`src/rtl/l2_access_controller.sv`:
```
// Two-port L2 access sequencer: round-robin grant, L2 access,
// block refill from memory on miss, then replay of the access.
module l2_access_controller #(
  parameter int BLOCK_WORDS = 4,
  parameter int OFFSET_SIZE = 4,
  parameter int MISS_CNT_W  = 16
) (
  input  logic                  clk,
  input  logic                  rst,
  input  logic [1:0]            req_valid,
  input  logic [1:0]            req_write,
  input  logic [63:0]           req_addr,
  input  logic [63:0]           req_wdata,
  output logic [1:0]            req_done,
  output logic [31:0]           resp_rdata,
  output logic                  l2_read_en,
  output logic                  l2_write_en,
  output logic [31:0]           l2_address,
  output logic [31:0]           l2_write_data,
  input  logic [31:0]           l2_read_data,
  input  logic                  l2_hit,
  input  logic                  l2_miss,
  output logic                  fill_en,
  output logic [31:0]           fill_address,
  output logic [31:0]           fill_data,
  output logic                  mem_req,
  output logic [31:0]           mem_address,
  input  logic                  mem_ack,
  input  logic                  mem_rvalid,
  input  logic [31:0]           mem_rdata,
  output logic                  busy,
  output logic [MISS_CNT_W-1:0] miss_count
);

  localparam int BW = (BLOCK_WORDS > 1) ? $clog2(BLOCK_WORDS) : 1;
  localparam logic [BW-1:0] LAST = BW'(BLOCK_WORDS - 1);
  localparam logic [31:0] BASE_MASK =
    ~((32'd1 << OFFSET_SIZE) - 32'd1);

  typedef enum logic [2:0] {
    IDLE, ISSUE, WAIT, MEM_REQ, MEM_FILL, REPLAY, RESP
  } state_t;

  state_t          state;
  state_t          state_nx;
  logic            rr;
  logic            grant;
  logic            grant_nx;
  logic            load;
  logic            lat_write;
  logic [31:0]     lat_addr;
  logic [31:0]     lat_wdata;
  logic [31:0]     base;
  logic [BW-1:0]   beat;

  assign base          = lat_addr & BASE_MASK;
  assign busy          = (state != IDLE);
  assign l2_read_en    = (state == ISSUE) && !lat_write;
  assign l2_write_en   = (state == ISSUE) && lat_write;
  assign l2_address    = lat_addr;
  assign l2_write_data = lat_wdata;
  assign mem_req       = (state == MEM_REQ);
  assign mem_address   = mem_req ? base : 32'd0;
  assign req_done      = (state != RESP) ? 2'b00 :
                         (grant ? 2'b10 : 2'b01);

  always_comb begin
    state_nx = state;
    grant_nx = grant;
    load     = 1'b0;
    unique case (state)
      IDLE: begin
        if (|req_valid) begin
          load     = 1'b1;
          state_nx = ISSUE;
          // rr names the requester that wins a tie
          unique case (1'b1)
            req_valid[0] & req_valid[1]:  grant_nx = rr;
            req_valid[1] & ~req_valid[0]: grant_nx = 1'b1;
            default:                      grant_nx = 1'b0;
          endcase
        end
      end
      ISSUE: state_nx = WAIT;
      WAIT: begin
        if (l2_hit)       state_nx = RESP;
        else if (l2_miss) state_nx = MEM_REQ;
        else              state_nx = ISSUE;
      end
      MEM_REQ: if (mem_ack) state_nx = MEM_FILL;
      MEM_FILL: begin
        if (mem_rvalid && beat == LAST) state_nx = REPLAY;
      end
      REPLAY: state_nx = ISSUE;
      RESP:   state_nx = IDLE;
      default: state_nx = IDLE;
    endcase
  end

  always_ff @(posedge clk) begin
    if (!rst) begin
      state        <= IDLE;
      rr           <= 1'b0;
      grant        <= 1'b0;
      lat_write    <= 1'b0;
      lat_addr     <= '0;
      lat_wdata    <= '0;
      beat         <= '0;
      resp_rdata   <= '0;
      miss_count   <= '0;
      fill_en      <= 1'b0;
      fill_address <= '0;
      fill_data    <= '0;
    end else begin
      state   <= state_nx;
      fill_en <= 1'b0;
      if (load) begin
        grant     <= grant_nx;
        lat_write <= req_write[grant_nx];
        lat_addr  <= grant_nx ? req_addr[63:32] : req_addr[31:0];
        lat_wdata <= grant_nx ? req_wdata[63:32] : req_wdata[31:0];
      end
      unique case (state)
        WAIT: begin
          if (l2_hit) begin
            if (!lat_write) resp_rdata <= l2_read_data;
          end else if (l2_miss && !(&miss_count)) begin
            miss_count <= miss_count + MISS_CNT_W'(1);
          end
        end
        MEM_REQ: beat <= '0;
        MEM_FILL: begin
          // word captured now is written into L2 next cycle
          if (mem_rvalid) begin
            fill_en      <= 1'b1;
            fill_address <= base | (32'(beat) << 2);
            fill_data    <= mem_rdata;
            beat         <= beat + BW'(1);
          end
        end
        RESP: rr <= ~grant;
        default: ;
      endcase
    end
  end

endmodule

```
`config.mk`:
```
export PLATFORM = sky130hd
export DESIGN_NAME = l2_access_controller
export DESIGN_NICKNAME = d
export VERILOG_FILES = /design/src/rtl/l2_access_controller.sv
export SDC_FILE = /design/constraint.sdc
export NUM_CORES = 1
export LEC_CHECK = 0
export BUFFER_PORTS_ARGS = -buffer_cell sky130_fd_sc_hd__buf_2
export CELL_PAD_IN_SITES_DETAIL_PLACEMENT = 0
export CELL_PAD_IN_SITES_GLOBAL_PLACEMENT = 2
export CORE_MARGIN = 3
export CORE_UTILIZATION = 25
export CTS_CLUSTER_DIAMETER = 30
export DETAILED_ROUTE_END_ITERATION = 7
export PLACE_DENSITY_LB_ADDON = 0.25
export REMOVE_ABC_BUFFERS = 1
export SLEW_MARGIN = 20
export SYNTH_ARGS = -nofsm -noshare
export SYNTH_HDL_FRONTEND = slang
export SYNTH_SLANG_ARGS = --single-unit
```
`constraint.sdc`:
```
create_clock -name clk -period 2.64 [get_ports clk]
set_input_delay 0.396 -clock clk [delete_from_list [all_inputs] [get_ports clk]]
set_output_delay 0.396 -clock clk [all_outputs]
set_load 0.03 [all_outputs]
```
* Word-level counts from Yosys, hierarchy flattened *
Index checks and enable logic that the tools add are counted.

cells by class
  $add $sub $neg = 2
  multiply operators = 0
  divide/modulo/power cells = 0
  magnitude comparators = 1
  equal/unequal tests = 12
  shifts and indexed selects = 0
  multiplexer cells = 21
  bitwise operators = 7
  reduce and logical (&&, ||, !) cells = 17

operators with widths
  operator                 number
  $mux W32                 3
  $or A32 B4 Y32           1
  $pmux W3 S6              1
  $add A16 B1 Y16 const B  1
  $reduce_and A16 Y1       1
  $mux W3                  4
  $eq A3 B3 Y1 const B     3
  $reduce_and A3 Y1        3
  $mux W2                  4
  $mux W1                  7
  $eq A3 B2 Y1 const B     2
  $ne A2 B2 Y1 const B     3
  $reduce_and A2 Y1        3
  $logic_and A1 B1 Y1      4
  $not A1 Y1               4
  $pmux W2 S2              1
  $eq A3 B1 Y1 const B     1
  $logic_not A3 Y1         1
  $ne A3 B3 Y1 const B     1
  $reduce_bool A3 Y1       1
  $add A2 B1 Y2 const B    1
  $and A1 B1 Y1            2
  $eq A2 B2 Y1 const B     1
  $logic_not A1 Y1         2
  5 further kinds          5

word-level totals
  register bits = 185
  bits in latches = 0
  memory bits (writable) = 0
  ROM bits = 0
  input port bits = 202
  output and inout port bits = 215
  logic and storage cells = 72
  memories kept = 0

* Depth between registers and ports, before layout *
Gate-level depths: netlist of run 1.

  word-level depth = 7
  mapped depth = 6
  mapped depth without buffers = 5

* Least setup slack after synthesis of run 1 *
OpenSTA, ideal clock, no wires.

  path kind = reg2out
  start point = register state[0]
  end point = output port mem_address[22]
  data arrival time = 1642 ps
  data required time = 2244 ps
  slack = 602 ps
  cell stages (with the launch flop) = 5
  path buffers = 2
  path through = dfxtp_1 > clkbuf_1 > and3b_1 > clkbuf_1 > and2_1

between the ends
  cells in the longest elaborated chain, start to end = 2

ends and longest elaborated chain
  element                 RTL line  text
  from (decl)             44        state_t state;
  from (signal assigned)  115       state <= state_nx;
  $eq A3 B2 Y1            62        assign mem_req = (state == MEM_REQ);
  net mem_req             26        output logic mem_req,
  $mux W32                63        assign mem_address = mem_req ? base : 32'd0;
  to (decl)               27        output logic [31:0] mem_address,

The timed path passes the listed nets, and every way through them passes these cells.

* Final worst setup path of run 1 *
  start point = register state[1]
  end point = output port mem_address[20]

between the ends
  cells in the longest elaborated chain, start to end = 2

ends and longest elaborated chain
  element       RTL line
  $eq A3 B2 Y1  62
  $mux W32      63

Every way passes these cells.

==> flow_summary.ini, run 1 <==
[cts]
cts.repair.resized = 0
clock-sinks = 183
clk_latency_ps = 430
cts_max_path_buffers = 2
ctsHoldBuffers = 0
cts_tree = done
cts-root-buf = clkbuf_16
clk_pin_slew_ps = 70
htreeDepth = 4
cts_setup_buffers = 0
numCtsBuffers = 17

[place]
io_buffers = 410
place_congestion = 0.742
place_ws_ps = 545
dp_hpwl_mm = 20.4

[worst_hold_path]
hp-start = mem_rdata[30]
whs_path_depth = 3
whs_endpoint = fill_data[30]
hp-class = in -> reg

[drt]
first_pass_iters = 4
drtAntennaViolNets = 0
drc = 0
wl_mm = 28.5
num_vias = 7504
via_per_inst = 4.49
drtIter0Drc = 299
wire_per_inst_microns = 17.0

[final_layout]
areaGrowthSynthToFinish_pct = 41.5
final_layout_size_suffix_gt1_frac = 0.364
nets = 1478
post-route-util = 0.365
fillers = 3150

[pwr]
netSwitchingFraction = 0.348
comb_power_share = 0.271
p_int_mw = 5.35
pwr-share-clk = 0.330
p_leak_nw = 5.07
ir_worst_vdd_mv = 0.351
total_power_mw = 8.20
p_per_area_nw_per_um2 = 770
p_switching_mw = 2.85
share_seq_of_total_power = 0.399

[sta]
hold_ws_ps = 202
setup_slack_ps = 186
fin_crit_ps = 2450
hold_viol = 0
setup_viol = 0
slew_violations = 0
clock_skew_ps = 20.1
worst_pin_slew_ps = 562
fin_crit_sh = 0.930
grt_setup_unrepaired = false
setup_tns_ps = 0
fmax_ghz = 0.407
relSlewSlack = 0.620

[synthesis]
synth_area_per_cell_sq_um = 8.40
yosys_most_used_dff = dfxtp_1
synth_fa_ha_area_frac = 0.00333
synth_compound_gate_area_share = 0.186
synth_area_sq_um = 7530
synth_top_family_by_area = compound AO/OA/AOI/OAI gates
syn_inst = 896
synth_edf_count = 0
synthMuxAreaShare = 0.0931
yosys.area_share.simple = 0.180
synth_xor_area_frac = 0
ys_types = 47
yosysSeqAreaShare = 0.487
synthArstFlopShare = 0
synth_seq_cells = 183
ys_warn_count = 0

[floorplanning]
initial_core_util = 0.258
die_h_microns = 180
rows = 62
core_sq_um = 29200
num_io_pins = 417
dieArea_sq_um = 32200
die_w_microns = 180

[global_routing]
antenna_found_initial = 4
grt_max_degree = 87
grt-ovfl-total = 0
track_usage = 0.169
grt_pass1_wl_mm = 43.4
grt_pass1_vias = 7232

[flow_run]
cap_viol_max_count = 0

[critical_path]
setup.worst_path.class = reg -> out
timing.rr.start = state[1]
cp-end-kind = output port
start_kind = register
r2r_cells = 4
reg2reg_to = miss_count[12]
critPathSlowestCell = dfxtp_1
r2r_slack_ps = 540
path_cells = and3b_1, buf_4, and2_1, buf_2
max_stage_delay_ps = 680
cp.required_ps = 2240
path_max_fanout = 30
critPathArrivalTime_ps = 2060

[status]
status = completed
-- area by class of cell --
type                    count  area (sq um)  area share
diodes                      2          5.00    0.000470
clock inverters            12           168      0.0157
inverters                   3          13.8     0.00129
repair buffers            430          2330       0.219
flip-flops and latches    183          3660       0.344
well taps                 384           480      0.0451
clock buffers              18           439      0.0413
multi-input cells         639          3550       0.333
-- metrics by stage --
step | cells | area, sq um
2_1_floorplan | 825 | 7180
3_3_place_gp | 1639 | 10000
3_5_place_dp | 1639 | 10000
4_1_cts | 1669 | 10600
5_1_grt | 1671 | 10600
6_report | 1671 | 10600
-- sequential cells by signal, summed over array words and instances (netlist names), named ones only --
register	cells
beat	2
rr	1
l2_write_data	32
lat_write	1
miss_count	16
fill_data	32
state	3
l2_address	32
fill_en	1
resp_rdata	32
fill_address	30
-- power groups by stage --
stage	combinational, mW	clock, mW	sequential, mW
6_report	2.22	2.71	3.27
3_5_place_dp	2.25	0	3.34
3_3_place_gp	2.25	0	3.34
5_1_grt	2.40	2.90	3.31
2_1_floorplan	0.889	0	3.79
4_1_cts	2.26	2.80	3.28
-- layout by cell type (no fill, tap or decap), types with 3 or more instances in the layout --
cell type	count
or4_1	6
buf_2	410
nand2b_1	7
nor2_1	12
nand2_1	206
clkinvlp_4	3
o21ai_0	71
o21a_1	3
and3b_1	3
and2_1	29
mux2i_1	70
bufinv_16	3
a21oi_1	167
buf_4	10
nor3_1	3
nand4_1	6
a211oi_1	4
conb_1	6
dfxtp_1	183
clkbuf_16	17
nand3_1	4
o41ai_1	4
buf_12	10
and3_1	4
o311ai_1	4
clkinv_4	3
nor3b_1	3
-- routing by layer --
layer	part of all wire	GRT usage	vias to the layer above
met5	0.00074	0	-
met4	0.013	0.0396	4
met3	0.080	0.0629	23
met2	0.49	0.292	255
met1	0.42	0.199	3395
li1	-	-	3827
-- cells in the mapped netlist, drive strengths merged (4+ instances only) --
cell type / count / area (sq um)
nor2: 13 / 48.8
nor3b: 4 / 35.0
nand2: 206 / 773
mux2i: 70 / 701
o311ai: 4 / 35.0
a211oi: 4 / 30.0
nand2b: 7 / 43.8
and3: 4 / 25.0
o41ai: 4 / 35.0
dfxtp: 183 / 3660
nand4: 6 / 37.5
buf: 30 / 194
clkbuf: 46 / 173
o21ai: 72 / 360
or4: 6 / 45.0
nand3: 4 / 20.0
and2: 29 / 181
a21oi: 167 / 836
-- critical path, delay by kind of cell, from the launching register on --
kind          cells  cell delay (ps)
flops             1              680
buf+inv           2              530
simple gates      2              420
-- cells by family after synthesis --
| family | after synthesis |
|---|---|
| AO/OA/AOI/OAI | 263 |
| adder cells (fa/ha/maj) | 2 |
| buffers and inverters | 79 |
| flip-flops | 183 |
| multiplexers | 70 |
| other | 1 |
| AND/OR/NAND/NOR | 298 |
-- worst max path at each step --
stage / start / to / slack, ps / cells after the start
3_5_place_dp: state[1] / l2_address[5] / 540 / 6
3_3_place_gp: state[1] / miss_count[12] / 580 / 4
4_1_cts: state[1] / mem_address[10] / 160 / 4
2_1_floorplan: state[2] / beat[1] / -3010 / 3
5_1_grt: state[1] / mem_address[5] / 20 / 4
6_report: state[1] / mem_address[20] / 190 / 4
No activity file was read; power rests on OpenSTA's default activity.
==> run 2, diff against run 1 <==
--- a/config.mk
+++ b/config.mk
@@ -5,6 +5,7 @@
 export SDC_FILE = /design/constraint.sdc
 export NUM_CORES = 1
 export LEC_CHECK = 0
+export ABC_AREA = 1
 export BUFFER_PORTS_ARGS = -buffer_cell sky130_fd_sc_hd__buf_2
 export CELL_PAD_IN_SITES_DETAIL_PLACEMENT = 0
 export CELL_PAD_IN_SITES_GLOBAL_PLACEMENT = 2
==> flow_summary.ini, run 2 <==
[floorplanning]
die_w_microns = 189
dieArea_sq_um = 35800
die_h_microns = 189
core_sq_um = 32800
num_io_pins = 417
rows = 66
initial_core_util = 0.256

[critical_path]
worst_path_most_repeated_cell = nor2_1
r2r_slack_ps = 420
critPathSlowestCell = dfxtp_1
cp.required_ps = 2240
critPathArrivalTime_ps = 1910
path_cells = inv_1, nor2_1, nand2_2, buf_12, nor2_1, buf_2
cp-end-kind = output port
setup.worst_path.class = reg -> out
critPathBufInv = 3
max_stage_delay_ps = 340
crit_family = simple AND/OR/NAND/NOR gates
start_kind = register
path_max_fanout = 21

[synthesis]
yosysSeqAreaShare = 0.436
synthArstFlopShare = 0
synth_common_cells = 263 x nand2_1, 210 x nand3_1, 183 x dfxtp_1, 124 x nor2_1, 122 x inv_1
synth_seq_cells = 183
synth_area_sq_um = 8390
synth_top_family_by_area = simple AND/OR/NAND/NOR gates
synth_edf_count = 0
synth_area_per_cell_sq_um = 6.91
ys_types = 30
netlist_top_cells_area = dfxtp_1 44%, nand3_1 13%, nand2_1 12%, a21oi_1 6.4%, nor2_1 5.5%
ys_warn_count = 0
synth_fa_ha_area_frac = 0.00298
synth_xor_area_frac = 0.00313
yosys.area_share.simple = 0.321
synth_compound_gate_area_share = 0.122
syn_inst = 1214
yosys.area.top_type = dfxtp_1
yosysMostFrequentCell = nand2_1
yosys_most_used_dff = dfxtp_1
synthMuxAreaShare = 0
synth_top_area_share = 0.436

[final_layout]
areaGrowthSynthToFinish_pct = 35.7
post-route-util = 0.348
fin_cells = 2033
nets = 1778
final_layout_size_suffix_gt1_frac = 0.302
fillers = 3702
layout.cells.most_common = buf_2
final_cell_mix = 410 x buf_2, 260 x nand2_1, 210 x nand3_1, 183 x dfxtp_1, 124 x nor2_1

[sta]
grt_setup_unrepaired = false
hold_viol = 0
worst_pin_slew_ps = 985
fin_crit_ps = 2300
setup_slack_ps = 335
fin_crit_sh = 0.873
setup_tns_ps = 0
setup_viol = 0
slew_violations = 0
fmax_ghz = 0.434
hold_ws_ps = 173
relSlewSlack = 0.339
clock_skew_ps = 15.7

[global_routing]
antenna_found_initial = 5
grt-ovfl-total = 0
grt_pass1_vias = 8751
grt_max_degree = 85
grt_pass1_wl_mm = 51.8
track_usage = 0.185

[cts]
cts_tree = done
numCtsBuffers = 17
cts_max_path_buffers = 2
cts-root-buf = clkbuf_16
htreeDepth = 4
clk_pin_slew_ps = 80
cts_setup_buffers = 0
cts.repair.resized = 0
ctsHoldBuffers = 0
clock-sinks = 183
clk_latency_ps = 440

[drt]
via_per_inst = 4.43
drtIter0Drc = 434
first_pass_iters = 4
num_vias = 9012
wl_mm = 33.8
wire_per_inst_microns = 16.6
drtAntennaViolNets = 0
drc = 0

[place]
place_congestion = 0.770
dp_hpwl_mm = 23.9
dp_cells = 1997
place_ws_ps = 704
io_buffers = 410

[worst_hold_path]
hp-class = in -> reg

[pwr]
p_per_area_nw_per_um2 = 1060
p_leak_nw = 5.81
ir_worst_vdd_mv = 0.567

[status]
status = completed

[flow_run]
cap_viol_max_count = 0
==> run 2: cell count changes in the layout (fill, tap and decap cells not counted), sizes merged, moves of 59 or more <==
cell,delta
nand2,+61
inv,+120
a21oi,-59
mux2i,-70
nand3,+208
nor2,+118
==> run 2: routing by layer <==
layer / wire [microns] / share of wire / track usage / vias to the layer above
met5: 13 / 0.00038 / 0 / -
met4: 631 / 0.019 / 0.0515 / 2
met3: 2640 / 0.078 / 0.0604 / 29
met2: 16500 / 0.49 / 0.322 / 289
met1: 14000 / 0.41 / 0.219 / 4088
li1: - / - / - / 4604
==> run 2: final timing paths <==
check                                      start  depth (start not counted)              end
worst max-delay path                    state[0]                          6  mem_address[25]
worst min-delay path            l2_read_data[13]                          3   resp_rdata[13]
worst max register to register          state[1]                          7   resp_rdata[24]
worst min register to register   fill_address[8]                          2  fill_address[8]
==> run 2: metrics by stage <==
stage / instance area, sq um / power, mW
after floorplan: 7930 / 7.31
after global placement: 10700 / 9.35
after CTS: 11400 / 12.3
after detailed placement: 10700 / 9.35
final: 11400 / 12.0
after global routing: 11400 / 12.9
==> run 2: layout make-up <==
type                            instances  area, sq um  share of cell area
Tap cell                              442          553              0.0485
Clock inverter                         12          199              0.0175
Multi-Input combinational cell        819         3800               0.334
Clock buffer                           20          447              0.0392
Inverter                              126          475              0.0417
Sequential cell                       183         3660               0.322
Timing Repair Buffer                  427         2240               0.197
Antenna cell                            4         10.0            0.000879
==> run 2: report_power, final <==
group          total [mW]  switching, mW  internal [mW]
clock                2.86           1.15           1.71
combinational        5.34           3.82           1.52
sequential           3.85          0.415           3.43
==> run 2: cell families (layout without fill, tap and decap cells) <==
logic type | after synthesis | after routing
AND/OR/NAND/NOR | 622 | 622
AO/OA/AOI/OAI | 186 | 186
XOR/XNOR | 3 | 3
adder cells (fa/ha/maj) | 2 | 2
flip-flops | 183 | 183
other | 1 | 10
buffers and inverters | 217 | 585
==> run 2: worst register-to-register path, stage by stage, from the launching register on <==
cell and delay, ps:
dfxtp_1 460, nand3_2 170, inv_1 100, nand2_1 80, nor2_2 110, clkinv_1 770
nor2_1 340, nor2_1 80
==> run 3, diff against run 2 <==
--- a/config.mk
+++ b/config.mk
@@ -9,6 +9,7 @@
 export BUFFER_PORTS_ARGS = -buffer_cell sky130_fd_sc_hd__buf_2
 export CELL_PAD_IN_SITES_DETAIL_PLACEMENT = 0
 export CELL_PAD_IN_SITES_GLOBAL_PLACEMENT = 2
+export CORE_ASPECT_RATIO = 1.5
 export CORE_MARGIN = 3
 export CORE_UTILIZATION = 25
 export CTS_CLUSTER_DIAMETER = 30
==> flow_summary.ini, run 3 (synthesis results as in run 2) <==
[worst_hold_path]
whs_path_depth = 3
whs_endpoint = resp_rdata[0]
hp-start = l2_read_data[0]
hp-class = in -> reg

[sta]
slew_violations = 0
relSlewSlack = 0.362
fmax_ghz = 0.429
fin_crit_sh = 0.883
clock_skew_ps = 10.5
hold_viol = 0
setup_viol = 0
grt_setup_unrepaired = false
worst_pin_slew_ps = 952
fin_crit_ps = 2330

[pwr]
share_seq_of_total_power = 0.327
p_per_area_nw_per_um2 = 1040
p_switching_mw = 5.48
total_power_mw = 11.8
comb_power_share = 0.452
p_int_mw = 6.29
p_leak_nw = 5.77
netSwitchingFraction = 0.465
ir_worst_vdd_mv = 0.551
pwr-share-clk = 0.220

[drt]
top_layer = met5
wl_met2_mm = 17.5
wl_met3_mm = 2.63
drtAntennaViolNets = 0
drtIter0Drc = 446
wire_per_inst_microns = 17.2
num_vias = 8990
wl_met1_mm = 13.5
first_pass_iters = 5
drc = 0
wl_mm = 34.4
via_per_inst = 4.49

[critical_path]
critPathArrivalTime_ps = 1930
setup.worst_path.class = reg -> out
timing.rr.start = state[1]
r2r_slack_ps = 480
cp-end-kind = output port
path_max_fanout = 32
cp.required_ps = 2240
start_kind = register
reg2reg_to = resp_rdata[13]
r2r_cells = 7

[floorplanning]
die_h_microns = 230
die_w_microns = 156
core_sq_um = 32800
dieArea_sq_um = 35900
num_io_pins = 417
initial_core_util = 0.256
rows = 81

[cts]
clk_pin_slew_ps = 70
cts-root-buf = clkbuf_16
cts.repair.resized = 0
cts_max_path_buffers = 2
ctsHoldBuffers = 0
numCtsBuffers = 17
clk_latency_ps = 450
cts_tree = done
cts_setup_buffers = 0
htreeDepth = 4
clock-sinks = 183

[final_layout]
final_layout_size_suffix_gt1_frac = 0.302
areaGrowthSynthToFinish_pct = 34.3
nets = 1776
fin_cells = 2002
fillers = 3697
layout.cells.most_common = buf_2
final_cell_mix = 410 x buf_2, 261 x nand2_1, 210 x nand3_1, 183 x dfxtp_1, 124 x nor2_1

[place]
place_congestion = 0.796
dp_hpwl_mm = 24.6
io_buffers = 410
dp_cells = 1968

[status]
status = completed

[global_routing]
grt-ovfl-total = 0
antenna_found_initial = 5
track_usage = 0.186
grt_pass1_wl_mm = 51.4
grt_pass1_vias = 8672
grt_max_degree = 73

[flow_run]
cap_viol_max_count = 0
-- run 3: cell count changes in the layout (fill, tap and decap cells not counted) --
cell,change
diode_2,-2
inv_6,+2
clkinv_2,-1
bufinv_16,-4
nand2_2,-1
inv_8,+3
clkbuf_1,-2
nand2_1,+1
buf_4,-2
clkinvlp_4,+2
-- run 3: power by group through the flow --
stage	sequential, mW	combinational (mW)	clock (mW)
2_1_floorplan	5.09	2.22	0
3_3_place_gp	3.90	5.41	0
3_5_place_dp	3.92	5.41	0
4_1_cts	3.86	5.43	2.70
5_1_grt	3.95	5.85	2.81
6_report	3.85	5.32	2.59
-- run 3: worst max-delay path by stage --
stage / depth (start not counted) / from / end
floorplan: 9 / state[1] / l2_address[10]
global placement: 8 / state[2] / resp_rdata[22]
detailed placement: 8 / state[2] / resp_rdata[13]
CTS: 6 / state[0] / mem_address[27]
global route: 6 / state[0] / mem_address[28]
finish: 6 / state[0] / mem_address[28]
-- run 3: final cells by class --
class | instances | area (sq um) | share of cell area
well taps | 415 | 519 | 0.0461
repair buffers | 425 | 2230 | 0.198
clock buffers | 18 | 439 | 0.0390
diodes | 2 | 5.00 | 0.000444
clock inverters | 14 | 140 | 0.0124
multi-input cells | 819 | 3800 | 0.337
inverters | 126 | 475 | 0.0422
flip-flops and latches | 183 | 3660 | 0.325
-- run 3: stage by stage --
step	hold WS [ps]	utilization	setup TNS, ps	cell area (sq um)	worst slack (ps)
4_1_cts	134	0.343	0	11300	256
5_1_grt	152	0.343	0	11300	163
3_3_place_gp	445	0.325	0	10700	725
3_5_place_dp	449	0.325	0	10700	699
2_1_floorplan	444	-	-21750	7930	-337
6_report	162	0.343	0	11300	310
-- run 3: worst max-delay path: stages, from the launching register on --
cell and delay [ps]:
dfxtp_1 360, inv_1 80, nor2_1 170, nand2_1 120, buf_4 270, nor2_1 230, buf_2 240
-- run 3: metal layers --
metal	track usage	vias up
met2	0.329	311
met1	0.209	4034
met3	0.0548	42
met4	0.0684	4
met5	0	-
li1	-	4599
